`src/rtl/snake_step_writer.sv`:
```
// Write sequencer for the snake register bank: board initialisation and
// single-step snake-1 movement on a wrap-around grid, one bank write per cycle.
module snake_step_writer #(
  parameter int          GRID_W     = 10,
  parameter int          GRID_H     = 10,
  parameter logic [31:0] START_POS  = 32'd45,
  parameter logic [31:0] START_LEN  = 32'd3,
  parameter logic [1:0]  SNAKE_CODE = 2'd1
) (
  input  logic         clock,
  input  logic         reset,
  input  logic         init_req,
  input  logic         step_req,
  input  logic [1:0]   dir,
  input  logic         grow,
  input  logic [6:0]   tail_pos,
  input  logic [199:0] board_in,
  input  logic [31:0]  head_pos_in,
  input  logic [31:0]  length_in,
  output logic [31:0]  wr_index,
  output logic [31:0]  wr_value,
  output logic         wr_enable,
  output logic         busy,
  output logic         done,
  output logic         collision
);

  typedef enum logic [2:0] {
    IDLE, INIT_CLR, INIT_SET, STEP_CALC, STEP_CELL, STEP_POS, STEP_TAIL, DONE
  } state_t;

  localparam logic [6:0]  LAST_CLR = 7'd108;
  localparam logic [31:0] MAX_CELL = 32'(GRID_W * GRID_H - 1);

  state_t      state_q, state_d;
  logic [6:0]  cnt_q, cnt_d;
  logic [1:0]  dir_q, dir_d;
  logic        grow_q, grow_d;
  logic [6:0]  tail_q, tail_d;
  logic [31:0] len_q, len_d;
  logic [6:0]  np_q, np_d;
  logic [31:0] idx_q, idx_d, val_q, val_d;
  logic        en_q, en_d, busy_q, busy_d, done_q, done_d, coll_q, coll_d;

  // Next head cell, computed from the live head position during STEP_CALC
  logic [6:0] hp, row, col, nrow, ncol, np_c;
  logic       blocked;

  always_comb begin
    hp   = head_pos_in[6:0];
    row  = hp / 7'(GRID_W);
    col  = hp % 7'(GRID_W);
    nrow = row;
    ncol = col;
    case (dir_q)
      2'd0:    nrow = (row == 7'd0) ? 7'(GRID_H - 1) : row - 7'd1;
      2'd1:    ncol = (col == 7'(GRID_W - 1)) ? 7'd0 : col + 7'd1;
      2'd2:    nrow = (row == 7'(GRID_H - 1)) ? 7'd0 : row + 7'd1;
      default: ncol = (col == 7'd0) ? 7'(GRID_W - 1) : col - 7'd1;
    endcase
    np_c    = 7'(int'(nrow) * GRID_W + int'(ncol));
    blocked = (head_pos_in > MAX_CELL) || (board_in[{np_c, 1'b0} +: 2] != 2'b00);
  end

  // Outputs are computed for the state being entered, so each register
  // reflects the bus contents of the state it is in.
  always_comb begin
    state_d = state_q;
    cnt_d   = cnt_q;
    dir_d   = dir_q;
    grow_d  = grow_q;
    tail_d  = tail_q;
    len_d   = len_q;
    np_d    = np_q;
    idx_d   = idx_q;
    val_d   = val_q;
    en_d    = 1'b0;
    done_d  = 1'b0;
    coll_d  = coll_q;
    case (state_q)
      IDLE: begin
        if (init_req) begin
          state_d = INIT_CLR;
          cnt_d   = 7'd0;
          idx_d   = 32'd0;
          val_d   = 32'd0;
          en_d    = 1'b1;
          coll_d  = 1'b0;
        end else if (step_req) begin
          state_d = STEP_CALC;
          dir_d   = dir;
          grow_d  = grow;
          tail_d  = tail_pos;
        end
      end
      INIT_CLR: begin
        en_d = 1'b1;
        if (cnt_q == LAST_CLR) begin
          state_d = INIT_SET;
          cnt_d   = 7'd0;
          idx_d   = 32'd100;
          val_d   = START_POS;
        end else begin
          cnt_d = cnt_q + 7'd1;
          idx_d = 32'(cnt_q + 7'd1);
          val_d = 32'd0;
        end
      end
      INIT_SET: begin
        case (cnt_q)
          7'd0: begin
            idx_d = 32'd102; val_d = START_LEN; en_d = 1'b1; cnt_d = 7'd1;
          end
          7'd1: begin
            idx_d = 32'd104; val_d = 32'd1; en_d = 1'b1; cnt_d = 7'd2;
          end
          default: begin
            state_d = DONE;
            done_d  = 1'b1;
          end
        endcase
      end
      STEP_CALC: begin
        len_d = length_in;
        np_d  = np_c;
        if (blocked) begin
          coll_d  = 1'b1;
          state_d = DONE;
          done_d  = 1'b1;
        end else begin
          state_d = STEP_CELL;
          idx_d   = 32'(np_c);
          val_d   = 32'(SNAKE_CODE);
          en_d    = 1'b1;
        end
      end
      STEP_CELL: begin
        state_d = STEP_POS;
        idx_d   = 32'd100;
        val_d   = 32'(np_q);
        en_d    = 1'b1;
      end
      STEP_POS: begin
        state_d = STEP_TAIL;
        en_d    = 1'b1;
        if (grow_q) begin
          idx_d = 32'd102;
          val_d = len_q + 32'd1;
        end else begin
          idx_d = 32'(tail_q);
          val_d = 32'd0;
        end
      end
      STEP_TAIL: begin
        state_d = DONE;
        done_d  = 1'b1;
      end
      default: state_d = IDLE;
    endcase
    busy_d = (state_d != IDLE);
  end

  always_ff @(posedge clock or negedge reset) begin
    if (!reset) begin
      state_q <= IDLE;
      cnt_q   <= '0;
      dir_q   <= '0;
      grow_q  <= 1'b0;
      tail_q  <= '0;
      len_q   <= '0;
      np_q    <= '0;
      idx_q   <= '0;
      val_q   <= '0;
      en_q    <= 1'b0;
      busy_q  <= 1'b0;
      done_q  <= 1'b0;
      coll_q  <= 1'b0;
    end else begin
      state_q <= state_d;
      cnt_q   <= cnt_d;
      dir_q   <= dir_d;
      grow_q  <= grow_d;
      tail_q  <= tail_d;
      len_q   <= len_d;
      np_q    <= np_d;
      idx_q   <= idx_d;
      val_q   <= val_d;
      en_q    <= en_d;
      busy_q  <= busy_d;
      done_q  <= done_d;
      coll_q  <= coll_d;
    end
  end

  assign wr_index  = idx_q;
  assign wr_value  = val_q;
  assign wr_enable = en_q;
  assign busy      = busy_q;
  assign done      = done_q;
  assign collision = coll_q;

endmodule
```
`config.mk`:
```
export PLATFORM = sky130hd
export DESIGN_NAME = snake_step_writer
export DESIGN_NICKNAME = d
export VERILOG_FILES = /design/src/rtl/snake_step_writer.sv
export SDC_FILE = /design/constraint.sdc
export NUM_CORES = 1
export LEC_CHECK = 0
export BUFFER_PORTS_ARGS = -buffer_cell sky130_fd_sc_hd__buf_4
export CAP_MARGIN = 20
export CORE_AREA = 4 4 136 138
export DETAILED_ROUTE_END_ITERATION = 8
export DIE_AREA = 0 0 140 142
export PLACE_DENSITY = 0.78
export SLEW_MARGIN = 10
export SYNTH_ARGS = -nofsm -noshare
export SYNTH_HDL_FRONTEND = slang
export SYNTH_SLANG_ARGS = --single-unit
```
`constraint.sdc`:
```
create_clock -name clock -period 4.43 [get_ports clock]
set_input_delay 0.2215 -clock clock [delete_from_list [all_inputs] [get_ports clock]]
set_output_delay 0.2215 -clock clock [all_outputs]
set_load 0.03 [all_outputs]
```
* Yosys cells after proc, flatten, opt, wreduce, memory -nomap -nowiden *
Index checks and enable logic that the tools add are counted.

word-level totals
  bits in registers = 127
  latch bits = 0
  RAM bits = 0
  bits in read-only memories = 0
  bits of input ports = 278
  output and inout port bits = 68
  word-level logic and storage cells = 98
  memories = 0

cells by class
  add/subtract/negate cells = 8
  multiply operators = 1
  div/mod/pow operators = 2
  magnitude comparators = 1
  equal/unequal tests = 16
  shift-type cells = 1
  multiplexer cells = 37
  bitwise logic cells = 1
  reductions and logical operators = 18

operator list
  operator                 number
  $pmux W32 S6             2
  $shiftx A200 B9 Y2       1
  $mux W32                 4
  $pmux W32 S2             2
  $mux W7                  7
  $pmux W7 S2              3
  $add A32 B1 Y32 const B  1
  $gt A32 B7 Y1 const B    1
  $add A7 B1 Y7 const B    3
  $logic_not A7 Y1         3
  $pmux W3 S7              1
  $pmux W7 S3              1
  $eq A7 B4 Y1 const B     2
  $sub A7 B1 Y7 const B    2
  $mux W3                  4
  $eq A3 B3 Y1 const B     3
  $reduce_and A3 Y1        3
  $add A7 B1 Y8 const B    1
  $mux W8                  1
  $add A7 B7 Y7            1
  $div A7 B4 Y7 const B    1
  $eq A7 B1 Y1 const B     1
  $eq A7 B7 Y1 const B     1
  $mod A7 B4 Y7 const B    1
  23 further kinds         35

* Logic depth before layout (Yosys ltp) *
Gate-level depths: netlist of the first run.

  word-level depth = 12
  depth in mapped cells = 30
  depth with buffers taken out = 28

* Least setup slack after synthesis of the first run *
No wires, ideal clock.

  path kind = input -> register
  start point = input port head_pos_in[6]
  end point = register idx_q[0] (netlist: wr_index[0])
  setup time = 0.128 ns
  arrival time = 5.689 ns
  data required time = 4.302 ns
  setup slack = -1.387 ns
  cell stages on the path = 26
  path buffers = 3
  path through = buf_2 nand2b_1 o21ai_0 a21oi_1 o211ai_1 inv_1 ha_1 a21oi_1 a211o_2 inv_1 mux2i_1 nor4_1 inv_1 o221ai_1 a31oi_1 ha_1 inv_1 fa_1 clkbuf_1 mux4_2 a2111oi_0 nor4_1 mux2_4 a21oi_4 buf_6 mux2_1

on the way
  longest elaborated chain between the ends = 11
  elaborated cells on any way between the ends = 26
  those cells by class = 5 x add/sub; 1 x mul; 2 x div; 1 x order compare; 3 x eq/ne; 1 x shift; 8 x mux; 5 x reduce/logical

ends and longest elaborated chain
  item                                         RTL line  text
  start, declared                              18        input logic [31:0] head_pos_in,
  $div A7 B4 Y7                                51        row = hp / 7'(GRID_W);
  $add A7 B1 Y7, or another cell as far along  58        2'd2: nrow = (row == 7'(GRID_H - 1)) ? 7'd0 : row + 7'd1;
  $mux W7 (on tied branches)                   58, 56
  $pmux W7 S2                                  55        case (dir_q)
  $mul A7 B3 Y6                                61        np_c = 7'(int'(nrow) * GRID_W + int'(ncol));
  $add A7 B7 Y7                                61
  $shiftx A200 B9 Y2                           62        blocked = (head_pos_in > MAX_CELL) || (board_in[{np_c, 1'b0} +: 2] != 2'b00);
  $reduce_bool A2 Y1                           62
  $logic_or A1 B1 Y1                           62
  $ne A2 B2 Y1 (no source line)                --
  $reduce_and A4 Y1 (no source line)           --
  end signal, assigned                         186       idx_q <= idx_d;
  end, declared                                42        logic [31:0] idx_q, idx_d, val_q, val_d;

Parallel ways exist; a longest one is shown, timed or not. The select of a mux whose other input is x is not followed.
A chain may end at the register's enable or synchronous reset.

* Final worst setup path of the first run *
  start point = input port head_pos_in[6]
  end point = register idx_q[6] (netlist: wr_index[6])

The elaborated chain is that of the path after synthesis.

==> summary.md, run 1 <==
| Metric | Value |
|---|---|
| Outcome | `finished with violations` |
| Failing checks | `negative hold slack, negative setup slack` |
| Detail-routed via count per cell | `around 5.5` |
| # fillers | `1395` |
| Depth of the CTS H-tree | `3` |
| Port-buffer cells | `321` |
| Fraction of final layout cells with drive strength greater than 1 | `0.421` |
| Final core utilization | `0.679` |
| Pin count of the biggest net entering global routing | `70` |
| Max Freq | `190 MHz` |
| Global-route total usage across every layer | `0.259` |
| # nets final | `1597` |
| Leakage power figure | `0.00563 uW` |
| Setup ws final | `-0.835 ns` |
| Largest fanout on the critical path | `7` |
| Vias in the first global route | `8506` |
| Critical path start-end classification | `input port to flip-flop` |
| Die Wd | `140 um` |
| Slew at the pin with the worst max-slew slack | `0.968 ns` |
| Post-synthesis mux area share | `0.0461` |
| Compound-Gate Fraction of Synth Area | `0.194` |
| Number of synthesis warnings | `0` |
| Total power after layout | `9210 uW` |
| Synthesized instance count | `910` |
| Startpoint types | `input port` |
| Area taken by flip-flops and latches | `2580 um2` |
| Detailed-router iteration count before antenna repair | `5` |
| Slowest cell on the critical path | `sky130_fd_sc_hd__fa_2` |
| Cell area after synthesis | `around 7500 um2` |
| Clock latency of the later-clocked register in the worst-skew pair | `about 0.35 ns` |
| Max IR drop VDD | `0.914 mV` |
| Max capacitance violation total | `0` |
| Clock Sinks | `about 100` |
| Drt initial violations | `515` |
| Cell type with the largest total area after synthesis | `sky130_fd_sc_hd__dfrtp_1` |
| Core ar. | `approximately 17000 um2` |
| Cell at the root of the clock tree | `sky130_fd_sc_hd__clkbuf_16` |
| Cell with the most instances on the worst path | `sky130_fd_sc_hd__buf_6` |
| Post-Route Hold Slack | `-0.0121 ns` |
| Xor/xnor share of the synthesized area | `0.0632` |
| Combinational family with the most area after synthesis | `simple AND/OR/NAND/NOR gates` |
| Antenna viol nets, final | `0` |
| FF+latch count, synth | `slightly above 100` |
| Critical path data required time | `between 4 and 5 ns` |
| Setup crit end kind | `flip-flop` |
| Total half-perimeter wirelength after legalization and detailed placement | `21200 um` |
| Per-instance average area after synthesis | `8.29 um2` |
| Slew headroom | `0.355` |
| Die height | `142 um` |
| Worst Skew | `around 0.0098 ns` |
| Initial antenna violation count | `2` |
| Number of clock buffers inserted by TritonCTS | `9` |
| Post-synthesis async set-or-reset flop share | `1.00` |
| Seq/Total Area, Yosys | `0.342` |
| Worst min-delay path category | `input port to async pin` |
| Number of failing setup endpoints in the final timing report | `46` |
| Biggest cell delay along the critical path | `0.70 ns` |
| Post-layout instance area | `11700 um2` |
| Overall die area | `19900 um2` |
| Standard-cell row count | `48` |
| Setup repair after global routing missed its margin | `yes` |
| DP Area | `between 10000 and 15000 um2` |
| Ports | `346` |
| Area growth, synth to finish | `54.5%` |
| Cell Pwr Density | `just under 800 nW/um2` |
| Via count | `8439` |
| RD Place Congestion | `approximately 0.96` |
| Area used by multi-input combinational logic | `5040 um2` |
| Tmin final | `5.26 ns` |
| Clock tree from TritonCTS | `built` |
| Top cells by area in the synthesized netlist | `sky130_fd_sc_hd__dfrtp_1 34%, sky130_fd_sc_hd__nand2_1 7.7%, sky130_fd_sc_hd__nor3_1 4.2%` |
| Arrival time at the worst endpoint | `5.49 ns` |
| CTS clk-pin slew, worst paths | `0.07 ns` |
| DRC violations left | `0` |
| Wirelength per Cell | `roughly 18 um` |
| Number of buffers on the longest clock path | `2` |
| Max-slew violation count | `0` |
| Number of enable flip-flop cells after synthesis | `0` |
| Top-area cell type share of the netlist area | `0.342` |
| Quantity of hold-fixing buffers added after cts | `0` |
| Primary flip-flop cell chosen by synthesis mapping | `sky130_fd_sc_hd__dfrtp_1` |
| Distinct cells, synth | `between 70 and 80` |
| Hold Violations, Final | `23` |
| Share of synthesized cell area in full adder, half adder and majority cells | `0.0368` |
| Final worst-path cycle share | `1.19` |
| Total detailed-routing wirelength | `about 27000 um` |
| Initial core utilization | `0.439` |
| Global-route congestion overflow total | `0` |
| Post-synthesis share of cell area spent on and, or, nand and nor gates | `0.249` |
| Wire length of the first global-routing pass | `roughly 42000 um` |
## where the power goes
group / internal (uW) / switching (uW)
clock: 394 / 372
combinational: 3260 / 3510
sequential: 1300 / 377
## path summary, 6_finish.rpt
kind                       slack (ns)            to  depth (start not counted)           start
min in group clock               0.06     len_q[21]                          3   length_in[21]
hold reg to reg                  0.49   wr_value[5]                          1     wr_value[5]
setup reg to reg                -0.09   wr_index[6]                         18        dir_q[1]
setup / recovery                -0.83   wr_index[6]                         30  head_pos_in[6]
max in group asynchronous        3.47  wr_value[14]                          2           reset
hold / removal                  -0.01      cnt_q[0]                          1           reset
## critical path: cells and delay by family
family | cells | cell delay [ns]
AO/OA/AOI/OAI | 10 | 1.51
multiplexers | 3 | 1.15
adder cells (fa/ha/maj) | 3 | 1.09
buffers and inverters | 9 | 0.98
AND/OR/NAND/NOR | 5 | 0.56
## through the flow
step	hold WS [ns]	std cells	worst slack [ns]	TNS [ns]
after floorplan	-0.0741	933	-0.826	-29.38
after global placement	0.375	1493	-1.27	-52.09
after detailed placement	0.390	1493	-1.39	-57.81
after CTS	0.0184	1520	-0.721	-28.94
after global routing	0.0581	1529	-1.08	-45.34
final	-0.0121	1529	-0.835	-33.55
## per-layer routing
layer	global-route usage	vias to the layer above	part of all wire	wire, um
met5	0	-	0.00029	8
met4	0.0714	2	0.026	714
met3	0.0390	63	0.065	1780
met2	0.476	369	0.53	14300
met1	0.318	3988	0.38	10400
li1	-	4017	-	-
## cell usage in the layout, fill, tap and decap left out, drive strengths merged, types with 14 or more instances in the layout
cell	synthesis	routed
ha	19	19
o31ai	14	14
nand3	29	29
xor2	21	21
inv	26	28
dfrtp	103	103
or3	24	24
conb	1	24
nor3	64	64
nor2	61	61
a22o	23	23
buf	42	430
o21ai	49	49
nand2	155	155
mux2	19	19
xnor2	27	27
a21oi	31	31
## cell usage after synthesis (all sizes together) (3+ instances only)
library cell,count
dfrtp,103
nor4b,4
o311a,3
o311ai,10
a21o,5
a211oi,6
nand2,155
ha,19
nand4,9
nor2b,7
and3,12
a32o,3
a221o,6
or4,3
o31ai,14
o21a,3
o21ai,49
clkbuf,35
and2,6
nand2b,6
or3,24
xor2,21
mux2,19
a22o,23
nor2,61
nor4,11
mux2i,4
a21oi,31
a211o,7
inv,26
buf,42
nand3,29
xnor2,27
o211ai,4
a22oi,5
mux4,4
a31oi,11
o2bb2ai,7
nor3,64
## flip-flops by register name, summed over array words and instances (netlist names)
name / count
tail_q: 7
wr_value: 32
wr_index: 8
cnt_q: 7
dir_q: 2
wr_enable: 1
np_q: 7
done: 1
collision: 1
len_q: 32
busy: 1
grow_q: 1
state_q: 3
## final cells by class
| type | instances | share of cell area |
|---|---|---|
| Antenna cell | 1 | 0.000215 |
| Clock buffer | 9 | 0.0193 |
| Clock inverter | 7 | 0.00580 |
| Inverter | 27 | 0.00977 |
| Multi-Input combinational cell | 726 | 0.432 |
| Sequential cell | 103 | 0.221 |
| Tap cell | 225 | 0.0241 |
| Timing Repair Buffer | 431 | 0.288 |
## repair_timing
| item | CTS | global route |
|---|---|---|
| endpoints found under the setup margin | 46 | 46 |
| setup buffers | 11 | 8 |
| resized for setup | 52 | 44 |
| cloned | 0 | 1 |
| pin swaps | 13 | 37 |
## cells by family (layout without fill, tap and decap cells)
logic type,after synthesis,after routing
multiplexers,27,27
AO/OA/AOI/OAI,206,206
flip-flops,103,103
other,1,25
buffers and inverters,104,474
XOR/XNOR,49,49
AND/OR/NAND/NOR,399,399
adder cells (fa/ha/maj),21,21
Note: power is estimated with default switching activity, not from simulation.
==> run 2, diff against run 1 <==
Settings changed: TNS_END_PERCENT from default to 20.
==> run 2 against run 1 <==
Highest routed layer is now met4. The run still ends with negative hold slack, negative setup slack left. Clock-buffer cell count unchanged. Non-clock buffer count down 10. Critical path depth down 1. Sequential power about the same.
==> summary.md, run 2 (synthesized netlist as in run 1, its figures left out) <==
| Metric | Value |
|---|---|
| Ports | `346 (unchanged)` |
| Max IR drop VDD | `0.753 mV (-18%)` |
| Port-buffer cells | `321 (unchanged)` |
| Critical path start-end classification | `input port to flip-flop` |
| Drt initial violations | `486 (-5.6%)` |
| Detail-routed via count per cell | `5.45 (-1.3%)` |
| Max capacitance violation total | `0 (unchanged)` |
| Worst min-delay path category | `input port to async pin` |
| Standard-cell row count | `48 (unchanged)` |
| Final worst-path cycle share | `1.17 (-0.0221)` |
| Switching Fraction | `0.457 (-0.00564)` |
| Setup repair after global routing missed its margin | `yes` |
| Slew headroom | `0.437 (+0.0822)` |
| Global-route congestion overflow total | `0 (unchanged)` |
| Fraction of final layout cells with drive strength greater than 1 | `0.406 (-0.0153)` |
| # nets final | `1587 (-0.63%)` |
| Combinational fraction of design power | `0.714 (-0.021)` |
| Outcome | `finished with violations` |
| Setup crit end kind | `flip-flop` |
| Clock Sinks | `103 (unchanged)` |
| Clock tree from TritonCTS | `built` |
| Initial antenna violation count | `0 (-2)` |
| Count of inserted antenna diode cells | `0 (-1)` |
| Area growth, synth to finish | `53.1%` |
| Die Wd | `140 um (unchanged)` |
| Hold Violations, Final | `38 (+65%)` |
| Flop pwr share | `0.194 (+0.012)` |
| Depth of the worst register-to-register path | `18 (unchanged)` |
| Leading cell types in the layout, fill and taps excluded | `400 x sky130_fd_sc_hd__buf_4, 153 x sky130_fd_sc_hd__nand2_1, 103 x sky130_fd_sc_hd__dfrtp_1` |
| Worst Skew | `0.00771 ns (-0.00205 ns)` |
| Startpoint types | `input port` |
| Most common library cell in the layout ignoring fill and taps | `sky130_fd_sc_hd__buf_4` |
| Cell with the most instances on the worst path | `sky130_fd_sc_hd__buf_4` |
| Arrival time at the worst endpoint | `5.40 ns (-0.09 ns)` |
| Flop-to-flop setup slack | `0 ns (+0.09 ns)` |
| Detailed-router iteration count before antenna repair | `5 (unchanged)` |
| Initial core utilization | `0.439 (unchanged)` |
| Global-route total usage across every layer | `0.253 (-0.00584)` |
| Total detailed-routing wirelength | `26400 um (-2.9%)` |
| Critical register-to-register path startpoint | `dir_q[1]` |
| Pin count of the biggest net entering global routing | `68 (-2.9%)` |
| Final instance count without filler cells | `1518 (-0.72%)` |
| Via count | `8270 (-2.0%)` |
| Number of clock buffers inserted by TritonCTS | `9 (unchanged)` |
| Slew at the pin with the worst max-slew slack | `0.845 ns (-0.123 ns)` |
| Max Freq | `194 MHz (+1.9%)` |
| Critical path data required time | `4.66 ns (about the same)` |
| Cell at the root of the clock tree | `sky130_fd_sc_hd__clkbuf_16` |
| Number of buffers on the longest clock path | `2 (unchanged)` |
| Number of cells after detailed placement | `1485 (-0.54%)` |
| DP Area | `10800 um2 (-0.14%)` |
| Antenna viol nets, final | `0 (unchanged)` |
| Startpoint of the worst setup timing path | `head_pos_in[6]` |
| Largest fanout on the critical path | `6 (-1)` |
| RD Place Congestion | `0.909 (-4.9%)` |
| Core ar. | `17200 um2 (unchanged)` |
| Max-slew violation count | `0 (unchanged)` |
| Internal power consumption | `4710 uW (-5.0%)` |
| Die height | `142 um (unchanged)` |
| Total half-perimeter wirelength after legalization and detailed placement | `20700 um (-2.3%)` |
| Slowest cell on the critical path | `sky130_fd_sc_hd__fa_2` |
| Tmin final | `5.17 ns (-0.0977 ns)` |
| Wirelength per Cell | `17.4 um (-2.2%)` |
| Post-layout instance area | `11600 um2 (-0.88%)` |
| Post-Route Hold Slack | `-0.0226 ns (-0.0105 ns)` |
| Biggest cell delay along the critical path | `0.62 ns (-0.08 ns)` |
| Cell Pwr Density | `750 nW/um2 (-5.1%)` |
| Net switching power of the design | `3960 uW (-7.1%)` |
| Quantity of hold-fixing buffers added after cts | `0 (unchanged)` |
| Number of failing setup endpoints in the final timing report | `46 (unchanged)` |
| Relative contribution of the clock network to total power | `0.093 (+0.010)` |
| Destination of the worst register-to-register timing path | `wr_value[6]` |
| Overall die area | `19900 um2 (unchanged)` |
| Last element of the critical path | `wr_value[6]` |
| Depth of the CTS H-tree | `3 (unchanged)` |
| Failing checks | `negative hold slack, negative setup slack` |
| Setup ws final | `-0.737 ns (+0.0977 ns)` |
| Leakage power figure | `0.00559 uW (-0.72%)` |
| Wire length of the first global-routing pass | `41400 um (-2.6%)` |
| Clock latency of the later-clocked register in the worst-skew pair | `0.35 ns (about the same)` |
| CTS clk-pin slew, worst paths | `0.07 ns (about the same)` |
| DRC violations left | `0 (unchanged)` |
| Vias in the first global route | `8385 (-1.4%)` |
[run 2: timing repair]
| action | in CTS | in global routing |
|---|---|---|
| pin swaps | 33 | 13 |
| gates resized for setup | 55 | 22 |
| setup buffers | 13 | 3 |
| cloned | 1 | 0 |
| setup endpoints to repair | 46 | 46 |
[run 2: layout make-up]
| class | instances | area (um2) |
|---|---|---|
| Multi-Input combinational cell | 726 | 4970 |
| Inverter | 27 | 109 |
| Tap cell | 225 | 282 |
| Clock buffer | 9 | 225 |
| Sequential cell | 103 | 2580 |
| Clock inverter | 7 | 77.6 |
| Timing Repair Buffer | 421 | 3310 |
| Fill cell | 1420 | 5620 |
[run 2: power groups by stage]
stage	clock network [uW]	registers, uW	logic [uW]
floorplan	0	1770	3120
global placement	0	1670	5280
detailed placement	0	1680	5360
CTS	815	1670	6000
global route	858	1740	6640
finish	802	1680	6180
[run 2: per-layer routing]
metal  track usage  part of all wire  vias up
met2         0.470              0.54      307
met3        0.0363             0.055       45
met1         0.305              0.38     3924
met5             0                 0        -
met4        0.0770             0.025        0
li1              -                 -     3994
[run 2: worst min path at each step]
stage / startpoint / slack, ns / end / cells past startpoint
after floorplan: reset / -0.07 / busy / 0
after global placement: reset / 0.37 / cnt_q[5] / 1
after detailed placement: reset / 0.38 / wr_index[0] / 1
after CTS: reset / 0.009 / wr_value[22] / 1
after global routing: length_in[21] / 0.04 / len_q[21] / 3
final: reset / -0.02 / wr_index[0] / 1
[run 2: worst max-delay path, delay by kind of cell]
kind                       cells  cell delay, ns
adders and majority gates      2            0.84
and+or+nand+nor                4            0.38
buffers and inverters         11            1.26
muxes                          2            0.48
AOI/OAI and AO/OA             10            2.20
[run 2: metrics by stage]
step                      total power, uW   util  TNS [ns]  hold slack [ns]  worst slack, ns
after CTS                            8480  0.665    -28.03          0.00941           -0.697
after global placement               6950  0.626    -53.75            0.375            -1.26
after detailed placement             7040  0.626    -57.87            0.383            -1.35
final                                8660  0.673    -29.29          -0.0226           -0.737
after floorplan                      4890      -    -30.47          -0.0741           -0.826
after global routing                 9230  0.673    -41.72           0.0432            -1.01
